[src/rtl/cpu_mem_pkg.sv]
// cpu_mem_pkg: shared types and constants for the CPU memory arbiter.
//   arb_state_t      - arbiter FSM states
//   req_type_t       - latched request kind (none / read / write)
//   READ_LATENCY_MAX - largest supported memory read latency
//   LAT_CNT_W        - width of the read-latency down-counter
package cpu_mem_pkg;

  localparam int unsigned READ_LATENCY_MAX = 7;
  localparam int unsigned LAT_CNT_W        = 3;

  typedef enum logic [2:0] {
    S_IDLE      = 3'd0,
    S_LDST      = 3'd1,
    S_LDST_WAIT = 3'd2,
    S_PC        = 3'd3,
    S_PC_WAIT   = 3'd4
  } arb_state_t;

  typedef enum logic [1:0] {
    REQ_NONE = 2'd0,
    REQ_RD   = 2'd1,
    REQ_WR   = 2'd2
  } req_type_t;

endpackage

[src/rtl/cpu_mem_req_latch.sv]
// cpu_mem_req_latch: holds one pending memory request (pending flag, address,
// store data, request type) between strobe sampling and completion.
// Ports:
//   i_clk, i_reset (sync, active-low)
//   i_load   - capture i_addr/i_data/i_type and set pending
//   i_clear  - drop pending once the request has completed
//   o_pending, o_addr, o_data, o_type - latched request
module cpu_mem_req_latch
  import cpu_mem_pkg::*;
#(
  parameter int unsigned ADDR_W = 16,
  parameter int unsigned DATA_W = 16
) (
  input  logic              i_clk,
  input  logic              i_reset,
  input  logic              i_load,
  input  logic              i_clear,
  input  logic [ADDR_W-1:0] i_addr,
  input  logic [DATA_W-1:0] i_data,
  input  req_type_t         i_type,
  output logic              o_pending,
  output logic [ADDR_W-1:0] o_addr,
  output logic [DATA_W-1:0] o_data,
  output req_type_t         o_type
);

  always_ff @(posedge i_clk) begin
    if (!i_reset) begin
      o_pending <= 1'b0;
      o_addr    <= '0;
      o_data    <= '0;
      o_type    <= REQ_NONE;
    end else if (i_load) begin
      o_pending <= 1'b1;
      o_addr    <= i_addr;
      o_data    <= i_data;
      o_type    <= i_type;
    end else if (i_clear) begin
      o_pending <= 1'b0;
      o_type    <= REQ_NONE;
    end
  end

endmodule

[src/rtl/cpu_mem_arbiter.sv]
// cpu_mem_arbiter: serialises instruction fetches and data loads/stores onto a
// single-port, word-addressed memory with waitrequest and fixed read latency.
// Data accesses are served before fetches.
// Ports:
//   i_clk, i_reset (sync, active-low)
//   i_pc_rd, i_pc_addr                       - fetch request
//   i_ldst_rd, i_ldst_wr, i_ldst_addr,
//   i_ldst_wrdata                            - load/store request (write wins)
//   o_pc_rddata, o_pc_valid                  - fetched word + completion pulse
//   o_ldst_rddata, o_ldst_valid              - load data + load/store pulse
//   o_stall                                  - access latched but not finished
//   o_mem_addr, o_mem_rd, o_mem_wr,
//   o_mem_wrdata, i_mem_rddata,
//   i_mem_waitrequest                        - memory side
// Optional (macro CPU_MEM_ARB_STATS_EN):
//   o_stat_stall_cycles, o_stat_conflicts    - saturating statistics counters
module cpu_mem_arbiter
  import cpu_mem_pkg::*;
#(
  parameter int unsigned READ_LATENCY = 1,
  parameter int unsigned ADDR_W       = 16,
  parameter int unsigned DATA_W       = 16
) (
  input  logic              i_clk,
  input  logic              i_reset,
  input  logic              i_pc_rd,
  input  logic [ADDR_W-1:0] i_pc_addr,
  input  logic              i_ldst_rd,
  input  logic              i_ldst_wr,
  input  logic [ADDR_W-1:0] i_ldst_addr,
  input  logic [DATA_W-1:0] i_ldst_wrdata,
  output logic [DATA_W-1:0] o_pc_rddata,
  output logic              o_pc_valid,
  output logic [DATA_W-1:0] o_ldst_rddata,
  output logic              o_ldst_valid,
  output logic              o_stall,
`ifdef CPU_MEM_ARB_STATS_EN
  output logic [31:0]       o_stat_stall_cycles,
  output logic [15:0]       o_stat_conflicts,
`endif
  output logic [ADDR_W-1:0] o_mem_addr,
  output logic              o_mem_rd,
  output logic              o_mem_wr,
  output logic [DATA_W-1:0] o_mem_wrdata,
  input  logic [DATA_W-1:0] i_mem_rddata,
  input  logic              i_mem_waitrequest
);

  arb_state_t           state, state_nxt;
  logic [LAT_CNT_W-1:0] lat_cnt;

  logic                 pc_load, pc_clear, pc_pending;
  logic [ADDR_W-1:0]    pc_addr;
  logic [DATA_W-1:0]    pc_data;
  req_type_t            pc_type;

  logic                 ldst_load, ldst_clear, ldst_pending;
  logic [ADDR_W-1:0]    ldst_addr;
  logic [DATA_W-1:0]    ldst_data;
  req_type_t            ldst_type;
  req_type_t            ldst_type_in;

  logic                 lat_done;

  // Strobes are only looked at while idle; under stall the pipeline holds them.
  assign pc_load      = (state == S_IDLE) && i_pc_rd;
  assign ldst_load    = (state == S_IDLE) && (i_ldst_rd || i_ldst_wr);
  assign ldst_type_in = i_ldst_wr ? REQ_WR : REQ_RD;
  assign lat_done     = (lat_cnt == '0);

  // A request completes when a write is accepted or read data is captured.
  assign ldst_clear = ((state == S_LDST) && !i_mem_waitrequest && (ldst_type == REQ_WR)) ||
                      ((state == S_LDST_WAIT) && lat_done);
  assign pc_clear   = ((state == S_PC) && !i_mem_waitrequest && (pc_type == REQ_WR)) ||
                      ((state == S_PC_WAIT) && lat_done);

  cpu_mem_req_latch #(
    .ADDR_W (ADDR_W),
    .DATA_W (DATA_W)
  ) u_pc_latch (
    .i_clk     (i_clk),
    .i_reset   (i_reset),
    .i_load    (pc_load),
    .i_clear   (pc_clear),
    .i_addr    (i_pc_addr),
    .i_data    ('0),
    .i_type    (REQ_RD),
    .o_pending (pc_pending),
    .o_addr    (pc_addr),
    .o_data    (pc_data),
    .o_type    (pc_type)
  );

  cpu_mem_req_latch #(
    .ADDR_W (ADDR_W),
    .DATA_W (DATA_W)
  ) u_ldst_latch (
    .i_clk     (i_clk),
    .i_reset   (i_reset),
    .i_load    (ldst_load),
    .i_clear   (ldst_clear),
    .i_addr    (i_ldst_addr),
    .i_data    (i_ldst_wrdata),
    .i_type    (ldst_type_in),
    .o_pending (ldst_pending),
    .o_addr    (ldst_addr),
    .o_data    (ldst_data),
    .o_type    (ldst_type)
  );

  always_comb begin
    state_nxt = state;
    case (state)
      S_IDLE: begin
        if (ldst_load)    state_nxt = S_LDST;
        else if (pc_load) state_nxt = S_PC;
      end
      S_LDST: begin
        if (!i_mem_waitrequest) begin
          if (ldst_type == REQ_WR) state_nxt = pc_pending ? S_PC : S_IDLE;
          else                     state_nxt = S_LDST_WAIT;
        end
      end
      S_LDST_WAIT: begin
        if (lat_done) state_nxt = pc_pending ? S_PC : S_IDLE;
      end
      S_PC: begin
        if (!i_mem_waitrequest) state_nxt = (pc_type == REQ_WR) ? S_IDLE : S_PC_WAIT;
      end
      S_PC_WAIT: begin
        if (lat_done) state_nxt = S_IDLE;
      end
      default: state_nxt = S_IDLE;
    endcase
  end

  // Memory outputs come straight from the latched request of the side being
  // served, so they stay stable for as long as waitrequest holds them off.
  always_comb begin
    o_mem_addr   = '0;
    o_mem_rd     = 1'b0;
    o_mem_wr     = 1'b0;
    o_mem_wrdata = '0;
    if ((state == S_LDST) && ldst_pending) begin
      o_mem_addr = ldst_addr;
      o_mem_rd   = (ldst_type == REQ_RD);
      o_mem_wr   = (ldst_type == REQ_WR);
      if (ldst_type == REQ_WR) o_mem_wrdata = ldst_data;
    end else if ((state == S_PC) && pc_pending) begin
      o_mem_addr = pc_addr;
      o_mem_rd   = (pc_type == REQ_RD);
      o_mem_wr   = (pc_type == REQ_WR);
      if (pc_type == REQ_WR) o_mem_wrdata = pc_data;
    end
  end

  always_ff @(posedge i_clk) begin
    if (!i_reset) begin
      state         <= S_IDLE;
      lat_cnt       <= '0;
      o_stall       <= 1'b0;
      o_pc_valid    <= 1'b0;
      o_ldst_valid  <= 1'b0;
      o_pc_rddata   <= '0;
      o_ldst_rddata <= '0;
    end else begin
      state        <= state_nxt;
      o_stall      <= (state_nxt != S_IDLE);
      o_pc_valid   <= pc_clear;
      o_ldst_valid <= ldst_clear;

      if (((state == S_LDST) || (state == S_PC)) && !i_mem_waitrequest)
        lat_cnt <= LAT_CNT_W'(READ_LATENCY - 1);
      else if (((state == S_LDST_WAIT) || (state == S_PC_WAIT)) && !lat_done)
        lat_cnt <= lat_cnt - LAT_CNT_W'(1);

      if ((state == S_LDST_WAIT) && lat_done) o_ldst_rddata <= i_mem_rddata;
      if ((state == S_PC_WAIT) && lat_done)   o_pc_rddata   <= i_mem_rddata;
    end
  end

`ifdef CPU_MEM_ARB_STATS_EN
  always_ff @(posedge i_clk) begin
    if (!i_reset) begin
      o_stat_stall_cycles <= '0;
      o_stat_conflicts    <= '0;
    end else begin
      if (o_stall && (o_stat_stall_cycles != '1))
        o_stat_stall_cycles <= o_stat_stall_cycles + 32'd1;
      if (pc_load && ldst_load && (o_stat_conflicts != '1))
        o_stat_conflicts <= o_stat_conflicts + 16'd1;
    end
  end
`endif

endmodule
[config.mk]
export PLATFORM = sky130hd
export DESIGN_NAME = cpu_mem_arbiter
export DESIGN_NICKNAME = d
export VERILOG_FILES = /design/src/rtl/cpu_mem_pkg.sv /design/src/rtl/cpu_mem_req_latch.sv /design/src/rtl/cpu_mem_arbiter.sv
export SDC_FILE = /design/constraint.sdc
export NUM_CORES = 1
export LEC_CHECK = 0
export ABC_AREA = 0
export CORE_MARGIN = 8
export CORE_UTILIZATION = 47
export CTS_BUF_LIST = sky130_fd_sc_hd__clkbuf_4 sky130_fd_sc_hd__clkbuf_8
export DETAILED_ROUTE_END_ITERATION = 12
export PLACE_DENSITY = 0.83
export SLEW_MARGIN = 20
export SYNTH_ARGS = -nofsm -noshare
export SYNTH_HDL_FRONTEND = slang
export SYNTH_SLANG_ARGS = --single-unit
[constraint.sdc]
create_clock -name i_clk -period 2.49 [get_ports i_clk]
set_input_delay 0.6225 -clock i_clk [delete_from_list [all_inputs] [get_ports i_clk]]
set_output_delay 0.6225 -clock i_clk [all_outputs]
set_load 0.02 [all_outputs]
==> results.toml <==
[sta]
hold_viol_final = 0
slew_violations = 0
fmax_mhz = 422.3
finalCriticalPeriod_ns = 2.368
fin_tns_setup_ns = 0
maxSlewHeadroom = 0.5924
period_share = 0.9510
finalSetupViolCount = 0
fin_skew_ns = 0.01062
rsz0062_at_grt = "no"
tightestPinTransition_ns = 0.6114

[global_routing]
first_global_vias = 3668
antenna_found_initial = 0
grt_max_degree = 39
gr-total-overflow = 0
grt_use_total = 0.1955
grt_first_pass_wirelength_um = 18310

[cts]
clk_path_buf_depth = 2
htree_levels = 3
cts_tree = "yes"
clk_latency_ns = 0.35
cts-root-buf = "clkbuf_8"
cts_made_buffers = 9
cts.reportedPaths.clkPinSlew_ns = 0.09
cts.sinks = 93
cts_setup_buffers = 0

[job]
max_cap_violations = 0

[power_and_ir_drop]
power_density_mw_per_mm2 = 627.8
pwr-share-comb = 0.185
vdd_drop_max_v = 0.0004200
power_switching_share = 0.2610
p_seq_frac = 0.473
static-leakage-power_nw = 2.211
power.net_switching_mw = 0.9117
finalPower_mw = 3.493
clkPwrFrac = 0.342
p_int_mw = 2.581

[route]
ant_nets = 0
drt-pass1-iter-count = 4
drc = 0
drtIter0Drc = 107
routed_wl_um = 11430
num_vias = 3709
vias_per_cell = 5.209
wire_per_inst_um = 16.05

[place]
dp.cells = 694
dpl-instance-area_mm2 = 0.005426
gp_congestion = 0.8593
place_hpwl_um = 8311
port_buffers = 138

[worst_setup_path]
critPathRequiredTime_ns = 1.87
path_buf_inv = 1
cp_top_family = "buffers and inverters"
crit_start = "state[0]"
cp_slowest_cell = "clkdlybuf4s50_1"
reg2regPathDepth = 6
cp-end-kind = "primary output"
critical_path_peak_fanout = 4
reg2reg_setup_slack_ns = 0.41
worstPathArrival_ns = 1.75
critical_path_class = "reg2out"
critPathMaxStageDelay_ns = 0.61
r2r_start = "lat_cnt[0]"
start_kind = "flip-flop"
worstPathCellList = "nor3b_4 > and3_1 > clkdlybuf4s50_1"
r2r-end = "o_ldst_rddata[4]"

[logic_synthesis]
synth_xor_area_frac = 0.006646
synth_compound_area_frac = 0.2139
synth_top_family_by_area = "simple AND/OR/NAND/NOR gates"
synthAdderAreaFrac = 0.006329
avgSynthCellArea_um2 = 8.394
yosysWarnings = 0
ys_seq_area_frac = 0.4709
synthSimpleGateAreaFrac = 0.2519
syn_nets = 543
synth_area_mm2 = 0.003954
synthCells = 471
ys_types = 36
synthMuxAreaShare = 0
ys_ff_latch = 93

[final_layout]
final_core_util = 0.6804
final_cell_area_mm2 = 0.005563
drive_gt1_frac = 0.1304
nets = 673
syn_to_final_growth_pct = 40.70
final_cells = 712
fillCellCount = 682
regArea_mm2 = 0.001862
multi_input_area_mm2 = 0.001912

[die]
die_h_um = 107.7
pin_count = 139
row_count = 33
dieWidth_um = 107.7
core_mm2 = 0.008175
die_area_mm2 = 0.01160
initial_core_util = 0.4836

[min_path]
holdCritStartpoint = "u_ldst_latch.o_data[10]"
min_to = "u_ldst_latch.o_data[10]"
hold_depth = 2
hp-class = "reg2reg"

[outcome]
outcome = "complete, no violations"
==> synthesized netlist by cell type, drive strengths merged <==
| cell | count | area [um^2] |
|---|---|---|
| a211oi | 1 | 7.510 |
| a21boi | 81 | 608.1 |
| a21oi | 2 | 10.01 |
| a221oi | 1 | 8.760 |
| a22o | 16 | 140.1 |
| a22oi | 3 | 22.52 |
| a31o | 1 | 8.760 |
| a41oi | 1 | 8.760 |
| and2 | 5 | 31.28 |
| and3 | 20 | 125.1 |
| and3b | 1 | 8.760 |
| buf | 19 | 120.1 |
| clkbuf | 18 | 67.56 |
| dfxtp | 93 | 1862 |
| ha | 2 | 25.02 |
| inv | 3 | 11.26 |
| nand2 | 169 | 634.4 |
| nand2b | 1 | 6.260 |
| nand3 | 4 | 20.02 |
| nor2 | 7 | 26.28 |
| nor2b | 6 | 37.54 |
| nor3 | 2 | 20.02 |
| nor3b | 2 | 20.02 |
| nor4b | 3 | 53.80 |
| o21a | 1 | 7.510 |
| o21ai | 2 | 10.01 |
| o22ai | 1 | 6.260 |
| o31ai | 1 | 7.510 |
| or2 | 1 | 6.260 |
| or3 | 1 | 6.260 |
| xnor2 | 3 | 26.28 |
==> area by class of cell <==
type	count	share of cell area
timing repair buffer	156	0.2519
tap	105	0.02362
antenna	1	0.0004498
sequential	93	0.3347
clock inverter	6	0.02002
clock buffer	10	0.02362
multi-input combinational	338	0.3437
inverter	3	0.002024
==> flip-flops by register name (all words and copies together) (netlist names), 2 cells and up <==
register / count
state: 3
u_pc_latch.o_addr: 16
o_ldst_rddata: 16
u_ldst_latch.o_data: 16
o_pc_rddata: 16
u_ldst_latch.o_type: 2
u_ldst_latch.o_addr: 16
lat_cnt: 3
==> kinds of logic (layout without fill, tap and decap cells) <==
| group | count (synthesis) | after routing |
|---|---|---|
| compound gates | 111 | 111 |
| buf+inv | 40 | 175 |
| flops | 93 | 93 |
| simple gates | 222 | 222 |
| other cells | 0 | 1 |
| fa+ha+maj | 2 | 2 |
| xor+xnor | 3 | 3 |
==> power by group through the flow <==
stage / registers, mW / logic [mW] / clock network, mW
6_report: 1.65 / 0.646 / 1.19
5_1_grt: 1.67 / 0.712 / 1.29
3_5_place_dp: 1.69 / 0.638 / 0
4_1_cts: 1.65 / 0.639 / 1.22
3_3_place_gp: 1.68 / 0.624 / 0
2_1_floorplan: 1.69 / 0.339 / 0
==> cell usage in the layout, fill, tap and decap left out, types with 4 or more instances in the layout <==
cell type,instances
a21boi_0,22
nand2_1,169
dfxtp_1,93
nor2_1,7
and3_1,20
a21boi_1,59
clkbuf_8,9
nor2b_1,5
a22o_1,16
clkdlybuf4s50_1,104
clkbuf_2,31
buf_4,15
nand3_1,4
==> worst max-delay path by stage <==
stage                     slack [ns]  cells past startpoint               end
after floorplan                 0.39                      6    o_mem_addr[10]
after global placement         -0.08                      4    o_mem_addr[15]
after detailed placement       -0.16                      4     o_mem_addr[1]
after CTS                      0.002                      5     o_mem_addr[0]
after global routing            0.02                      5  o_mem_wrdata[15]
final                           0.12                      3          o_mem_wr
==> layer usage <==
layer	routed length [um]	track usage
met5	0	0
met4	168	0.06046
met3	1167	0.08084
met2	5353	0.3206
met1	4738	0.2265
==> worst min-delay path, cell delays in order (launching register included) <==
cell and delay (ns):
dfxtp_1 0.31, nand2_1 0.05, a21boi_1 0.05
==> metrics by stage <==
stage	hold slack (ns)	worst slack (ns)
floorplan	0.4306	0.3925
global placement	0.4367	-0.07746
detailed placement	0.4425	-0.1579
CTS	0.4549	0.002049
global route	0.4702	0.01989
finish	0.4512	0.1221
==> repair_timing <==
action / in CTS / in global routing
setup endpoints to repair: 34 / 34
resized for setup: 58 / 48
pin swaps: 0 / 0
gates cloned: 0 / 1
hold buffers: 0 / 0
Note: power is estimated with default switching activity, not from simulation.
